==> src/rtl/instr_fetch_unit.sv <==
// instr_fetch_unit: fetch stage of the 4-stage 8-bit pipeline.
// Owns the PC, reads instruction memory combinationally and fills the IF/ID register.
// jmp words are predecoded here so the target is fetched on the very next cycle;
// the undefined opcode 2'b10 is squashed into a NOP bubble and flagged.
//
// Ports:
//   clk, rst_n      clock, asynchronous active-low reset
//   imem_addr       instruction address (always equals pc)
//   imem_data       instruction word read at imem_addr, same cycle
//   stall           downstream hazard; holds PC and IF/ID
//   redir_valid     EX-stage redirect request (beats stall)
//   redir_pc        redirect target
//   ifid_instr      registered instruction to the decoder
//   ifid_pc         PC of ifid_instr (don't-care when ifid_valid = 0)
//   ifid_valid      ifid_instr is a real instruction
//   illegal_op      sticky: an opcode-2'b10 word was consumed
//   pc              current fetch PC
module instr_fetch_unit #(
  parameter int unsigned ADDR_W   = 8,
  parameter int unsigned RESET_PC = 0
) (
  input  logic              clk,
  input  logic              rst_n,
  output logic [ADDR_W-1:0] imem_addr,
  input  logic [7:0]        imem_data,
  input  logic              stall,
  input  logic              redir_valid,
  input  logic [ADDR_W-1:0] redir_pc,
  output logic [7:0]        ifid_instr,
  output logic [ADDR_W-1:0] ifid_pc,
  output logic              ifid_valid,
  output logic              illegal_op,
  output logic [ADDR_W-1:0] pc
);

  localparam logic [ADDR_W-1:0] ResetPc = ADDR_W'(RESET_PC);
  localparam logic [7:0]        Nop     = 8'h00;

  localparam logic [1:0] OpJmp     = 2'b11;
  localparam logic [1:0] OpIllegal = 2'b10;

  logic [ADDR_W-1:0] pc_q, pc_d;
  logic [7:0]        instr_q, instr_d;
  logic [ADDR_W-1:0] ifid_pc_q, ifid_pc_d;
  logic              valid_q, valid_d;
  logic              illegal_q, illegal_d;

  logic [ADDR_W-1:0] pc_inc;
  logic [ADDR_W-1:0] jmp_target;

  assign pc_inc     = pc_q + ADDR_W'(1);  // wraps naturally at all-ones
  assign jmp_target = ADDR_W'(imem_data[5:0]);

  always_comb begin
    pc_d      = pc_q;
    instr_d   = instr_q;
    ifid_pc_d = ifid_pc_q;
    valid_d   = valid_q;
    illegal_d = illegal_q;

    if (redir_valid) begin
      // Flush: the word at pc is discarded, so it cannot raise illegal_op.
      pc_d      = redir_pc;
      instr_d   = Nop;
      ifid_pc_d = pc_q;
      valid_d   = 1'b0;
    end else if (!stall) begin
      ifid_pc_d = pc_q;
      unique case (imem_data[7:6])
        OpJmp: begin
          // The jmp itself still flows to the decoder.
          pc_d    = jmp_target;
          instr_d = imem_data;
          valid_d = 1'b1;
        end
        OpIllegal: begin
          pc_d      = pc_inc;
          instr_d   = Nop;
          valid_d   = 1'b0;
          illegal_d = 1'b1;
        end
        default: begin
          pc_d    = pc_inc;
          instr_d = imem_data;
          valid_d = 1'b1;
        end
      endcase
    end
  end

  always_ff @(posedge clk or negedge rst_n) begin
    if (!rst_n) begin
      pc_q      <= ResetPc;
      instr_q   <= Nop;
      ifid_pc_q <= ResetPc;
      valid_q   <= 1'b0;
      illegal_q <= 1'b0;
    end else begin
      pc_q      <= pc_d;
      instr_q   <= instr_d;
      ifid_pc_q <= ifid_pc_d;
      valid_q   <= valid_d;
      illegal_q <= illegal_d;
    end
  end

  assign pc         = pc_q;
  assign imem_addr  = pc_q;
  assign ifid_instr = instr_q;
  assign ifid_pc    = ifid_pc_q;
  assign ifid_valid = valid_q;
  assign illegal_op = illegal_q;

endmodule

==> config.mk <==
export PLATFORM = sky130hd
export DESIGN_NAME = instr_fetch_unit
export DESIGN_NICKNAME = d
export VERILOG_FILES = /design/src/rtl/instr_fetch_unit.sv
export SDC_FILE = /design/constraint.sdc
export NUM_CORES = 1
export LEC_CHECK = 0
export CAP_MARGIN = 20
export CELL_PAD_IN_SITES_DETAIL_PLACEMENT = 1
export CELL_PAD_IN_SITES_GLOBAL_PLACEMENT = 1
export CORE_AREA = 2 2 54 81
export DETAILED_ROUTE_END_ITERATION = 10
export DIE_AREA = 0 0 56 83
export PLACE_DENSITY = 0.79
export SLEW_MARGIN = 20
export SYNTH_ARGS = -nofsm -noshare
export SYNTH_HDL_FRONTEND = slang
export SYNTH_SLANG_ARGS = --single-unit
export TNS_END_PERCENT = 50
==> constraint.sdc <==
create_clock -name clk -period 2.3 [get_ports clk]
set_clock_uncertainty 0.1 [all_clocks]
set_input_delay 0.575 -clock clk [delete_from_list [all_inputs] [get_ports clk]]
set_output_delay 0.575 -clock clk [all_outputs]
set_load 0.005 [all_outputs]
* Word-level counts from Yosys, hierarchy flattened
Index checks and enable logic that the tools add are counted.
** Operators by class
- Muxes and demuxes :: 11
- Reductions and logical operators :: 1
- $add $sub $neg :: 1
- Equality and inequality tests :: 3
- Bitwise operators :: 2
** Operators by type and width (number)
- 2-to-1 mux 8 bit :: 8
- adder 8 x 1 -> 8 bit, second input constant :: 1
- == test 2 bit, second input constant :: 2
- 2-to-1 mux 1 bit :: 3
- AND reduction 3 bit :: 1
- != test 2 x 1 -> 1 bit, second input constant :: 1
- NOT 1 bit :: 2
** Storage, ports and cells
- Output and inout port bits :: 34
- Register bits :: 26
- Bits of input ports :: 20
- Word-level logic and storage cells :: 23

* Longest topological paths before layout
- Depth after elaboration :: 4
- Depth in mapped cells :: 6
- Gate-level depth less buffers :: 5

* Least setup slack after synthesis
Ideal clock, no wire load.
- Path type :: input to register
- Start point :: in stall
- End point :: reg ifid_pc_q[5], in the netlist ifid_pc[5]
- Data arrival time :: 1.455 ns
- Cell stages on the path :: 5
- Library setup time :: 0.125 ns
- Slack :: 0.620 ns
- Buffers on the path :: 3
- Required time :: 2.075 ns
- Path through :: buf_2 > nor2b_1 > buf_2 > buf_6 > mux2_4
** Between the ends
- Cells in the longest elaborated chain, start to end :: 1
** Ends and longest elaborated chain
- start, declared :: RTL line 26 : input logic stall,
- != test 2 x 1 -> 1 bit (no source line)
- end signal, assigned :: RTL line 95 : ifid_pc_q <= ResetPc;
- end signal, assigned :: RTL line 101 : ifid_pc_q <= ifid_pc_d;
- end, declared :: RTL line 44 : logic [ADDR_W-1:0] ifid_pc_q, ifid_pc_d;
Every way passes these cells.
A chain may end at the register's enable or synchronous reset.

* Final worst setup path
- Start point :: reg pc_q[2], in the netlist imem_addr[2]
- End point :: out imem_addr[2]
** RTL lines
- start, declared :: RTL line 42 : logic [ADDR_W-1:0] pc_q, pc_d;
- start signal, assigned :: RTL line 93 : pc_q <= ResetPc;
- start signal, assigned :: RTL line 99 : pc_q <= pc_d;
- end, declared :: RTL line 24 : output logic [ADDR_W-1:0] imem_addr,
No word-level cell between the ends.

==> flow_summary.toml <==
[floorplanning]
initial_core_util = 0.329
fp.coreArea_um2 = 3920
num_rows = 28
die-area_um2 = 4650
die_x_um = 56
io_pins = 54
die_y_um = 83

[setup_path]
cp.depth = 1
crit_arrival_ps = 1420
path_cells = "clkdlybuf4s50_1"
cp-start-kind = "flop"
critPathSlowestCell = "clkdlybuf4s50_1"
cp-end-kind = "primary output"
crit_required_ps = 1620
crit_family = "buffers and inverters"
worstSetupPathType = "reg -> out"
path_buf_inv = 1
setup.worst_path.start = "imem_addr[2]"
reg2reg_from = "imem_addr[0]"
worst-path-max-fanout = 9
slowest_delay_ps = 580
reg2regPathDepth = 4

[timing]
hold_viol = 0
hold_slack_ps = 385
period_needed_ps = 2100
rsz0062_at_grt = "false"
setup_viol = 0
worst_slack_ps = 204
max_freq_ghz = 0.477
relSlewSlack = 0.676
tightest_slew_ps = 483
fin_tns_setup_ps = 0
min_period_over_period = 0.911
maxSlewViolCount = 0

[clocking]
clk_latency_ps = 270
cts_buffers = 3
clkTransAtPathRegs_ps = 90
post_cts_buffers = 0
clock_path_buffers = 2
cts-root-buf = "clkbuf_8"
cts_resized = 0
cts_hold_buf = 0
tritoncts = "done"
cts_sinks = 26
htree_levels = 1

[power]
p_total_mw = 1.12
pwr-share-comb = 0.269
p_clk_frac = 0.233
intPower_mw = 0.812
ir_drop_uv = 427
p_sw_frac = 0.272
p_switching_mw = 0.304
p_per_area_nw_per_um2 = 595
power_frac_seq = 0.498
p_leak_nw = 0.797

[run]
max-cap-violations = 0

[routing]
num_vias = 1140
routed_wl_um = 3710
drtPass1Iterations = 2
ant_nets = 0
drt_iter0_markers = 20
remaining_drc_errors = 0
vias_per_cell = 5.33
post_drt_wl_per_cell_um = 17.3

[synthesis]
synth_edf_count = 0
ys_types = 33
async_flop_share = 1.00
syn_area_per_cell_um2 = 10.8
ys_seq_area_frac = 0.503
ys_warn_count = 0
synth.net_count = 141
synth_seq_cells = 26
syn_inst = 120
syn-cell-area_um2 = 1290
synth_ff_type = "dfrtp_1"

[placed_design]
dp_slack_ps = 204
hpwl_um = 2900
place_congestion = 0.777
port_buffers = 53

[finish]
n_antenna_cell = 0
nFillCells = 461
mostFrequentLayoutCells = "clkdlybuf4s50_1, dfrtp_1, nand2_1"
drive_gt1_frac = 0.124
multi_input_area_um2 = 547
syn_to_final_growth_pct = 45.0
nNetsFinal = 192
seq_area_um2 = 651
layout_commonest_cell = "clkdlybuf4s50_1"

[worst_hold_path]
holdCritStartpoint = "ifid_valid"
hold_depth = 1
hold_path_class = "reg -> reg"

[outcome]
status = "completed"

[grt]
antenna_found_initial = 0
grt-ovfl-total = 0
grt_max_degree = 27
grt_first_pass_wirelength_um = 5950
grt.total_usage = 0.163
grt_pass1_vias = 1249
==> flip-flops by register name, summed over array words and instances (netlist names) <==
name	count
ifid_valid	1
ifid_instr	8
illegal_op	1
imem_addr	8
ifid_pc	8
==> cell usage after synthesis, drive strengths merged, types with 2 or more instances <==
master  number  share of area
a31oi        5          0.024
buf         13          0.071
o21ai       10          0.039
a21o         3          0.017
nand2       12          0.035
mux2         9          0.084
nand3        3          0.015
xor2         2          0.014
mux2i        3          0.023
nor2         6          0.017
dfrtp       26           0.50
nor3         3          0.015
nor2b        2         0.0097
a22o         6          0.041
a21oi        4          0.015
==> final timing paths <==
kind / slack (ps) / endpoint
setup / recovery: 200 / imem_addr[2]
hold / removal: 380 / ifid_valid
setup reg to reg: 740 / imem_addr[5]
hold reg to reg: 380 / ifid_valid
max in group asynchronous: 1290 / ifid_instr[2]
min in group asynchronous: 560 / imem_addr[2]
==> kinds of logic after synthesis <==
kind of cell / Yosys count / synth area share
AND/OR/NAND/NOR: 33 / 0.131
AO/OA/AOI/OAI: 31 / 0.155
multiplexers: 12 / 0.107
XOR/XNOR: 3 / 0.0203
buffers and inverters: 14 / 0.0736
adder cells (fa/ha/maj): 1 / 0.00968
flip-flops: 26 / 0.503
==> metrics by stage <==
stage | cell area (um^2) | instances | util
6_report | 1870 | 214 | 0.478
3_3_place_gp | 1830 | 211 | 0.467
3_5_place_dp | 1830 | 211 | 0.467
4_1_cts | 1870 | 214 | 0.478
2_1_floorplan | 1290 | 120 | -
5_1_grt | 1870 | 214 | 0.478
==> power by group through the flow <==
stage	Clock (mW)	Combinational (mW)	Sequential, mW
floorplan	0	0.125	0.555
global placement	0	0.294	0.561
detailed placement	0	0.303	0.565
CTS	0.265	0.305	0.556
global route	0.279	0.324	0.564
finish	0.260	0.300	0.556
==> routing by layer <==
metal	GRT usage	routed length [um]	vias up
li1	-	-	517
met1	0.177	1470	579
met2	0.308	2040	38
met3	0.0187	140	6
met4	0.0671	57	0
met5	0	0	-
==> area by class of cell <==
cell class,count,area share
sequential,26,0.347
timing repair buffer,59,0.307
multi-input combinational,80,0.292
tap,45,0.0300
clock buffer,3,0.0220
inverter,1,0.00200
Note: power is estimated with default switching activity, not from simulation.
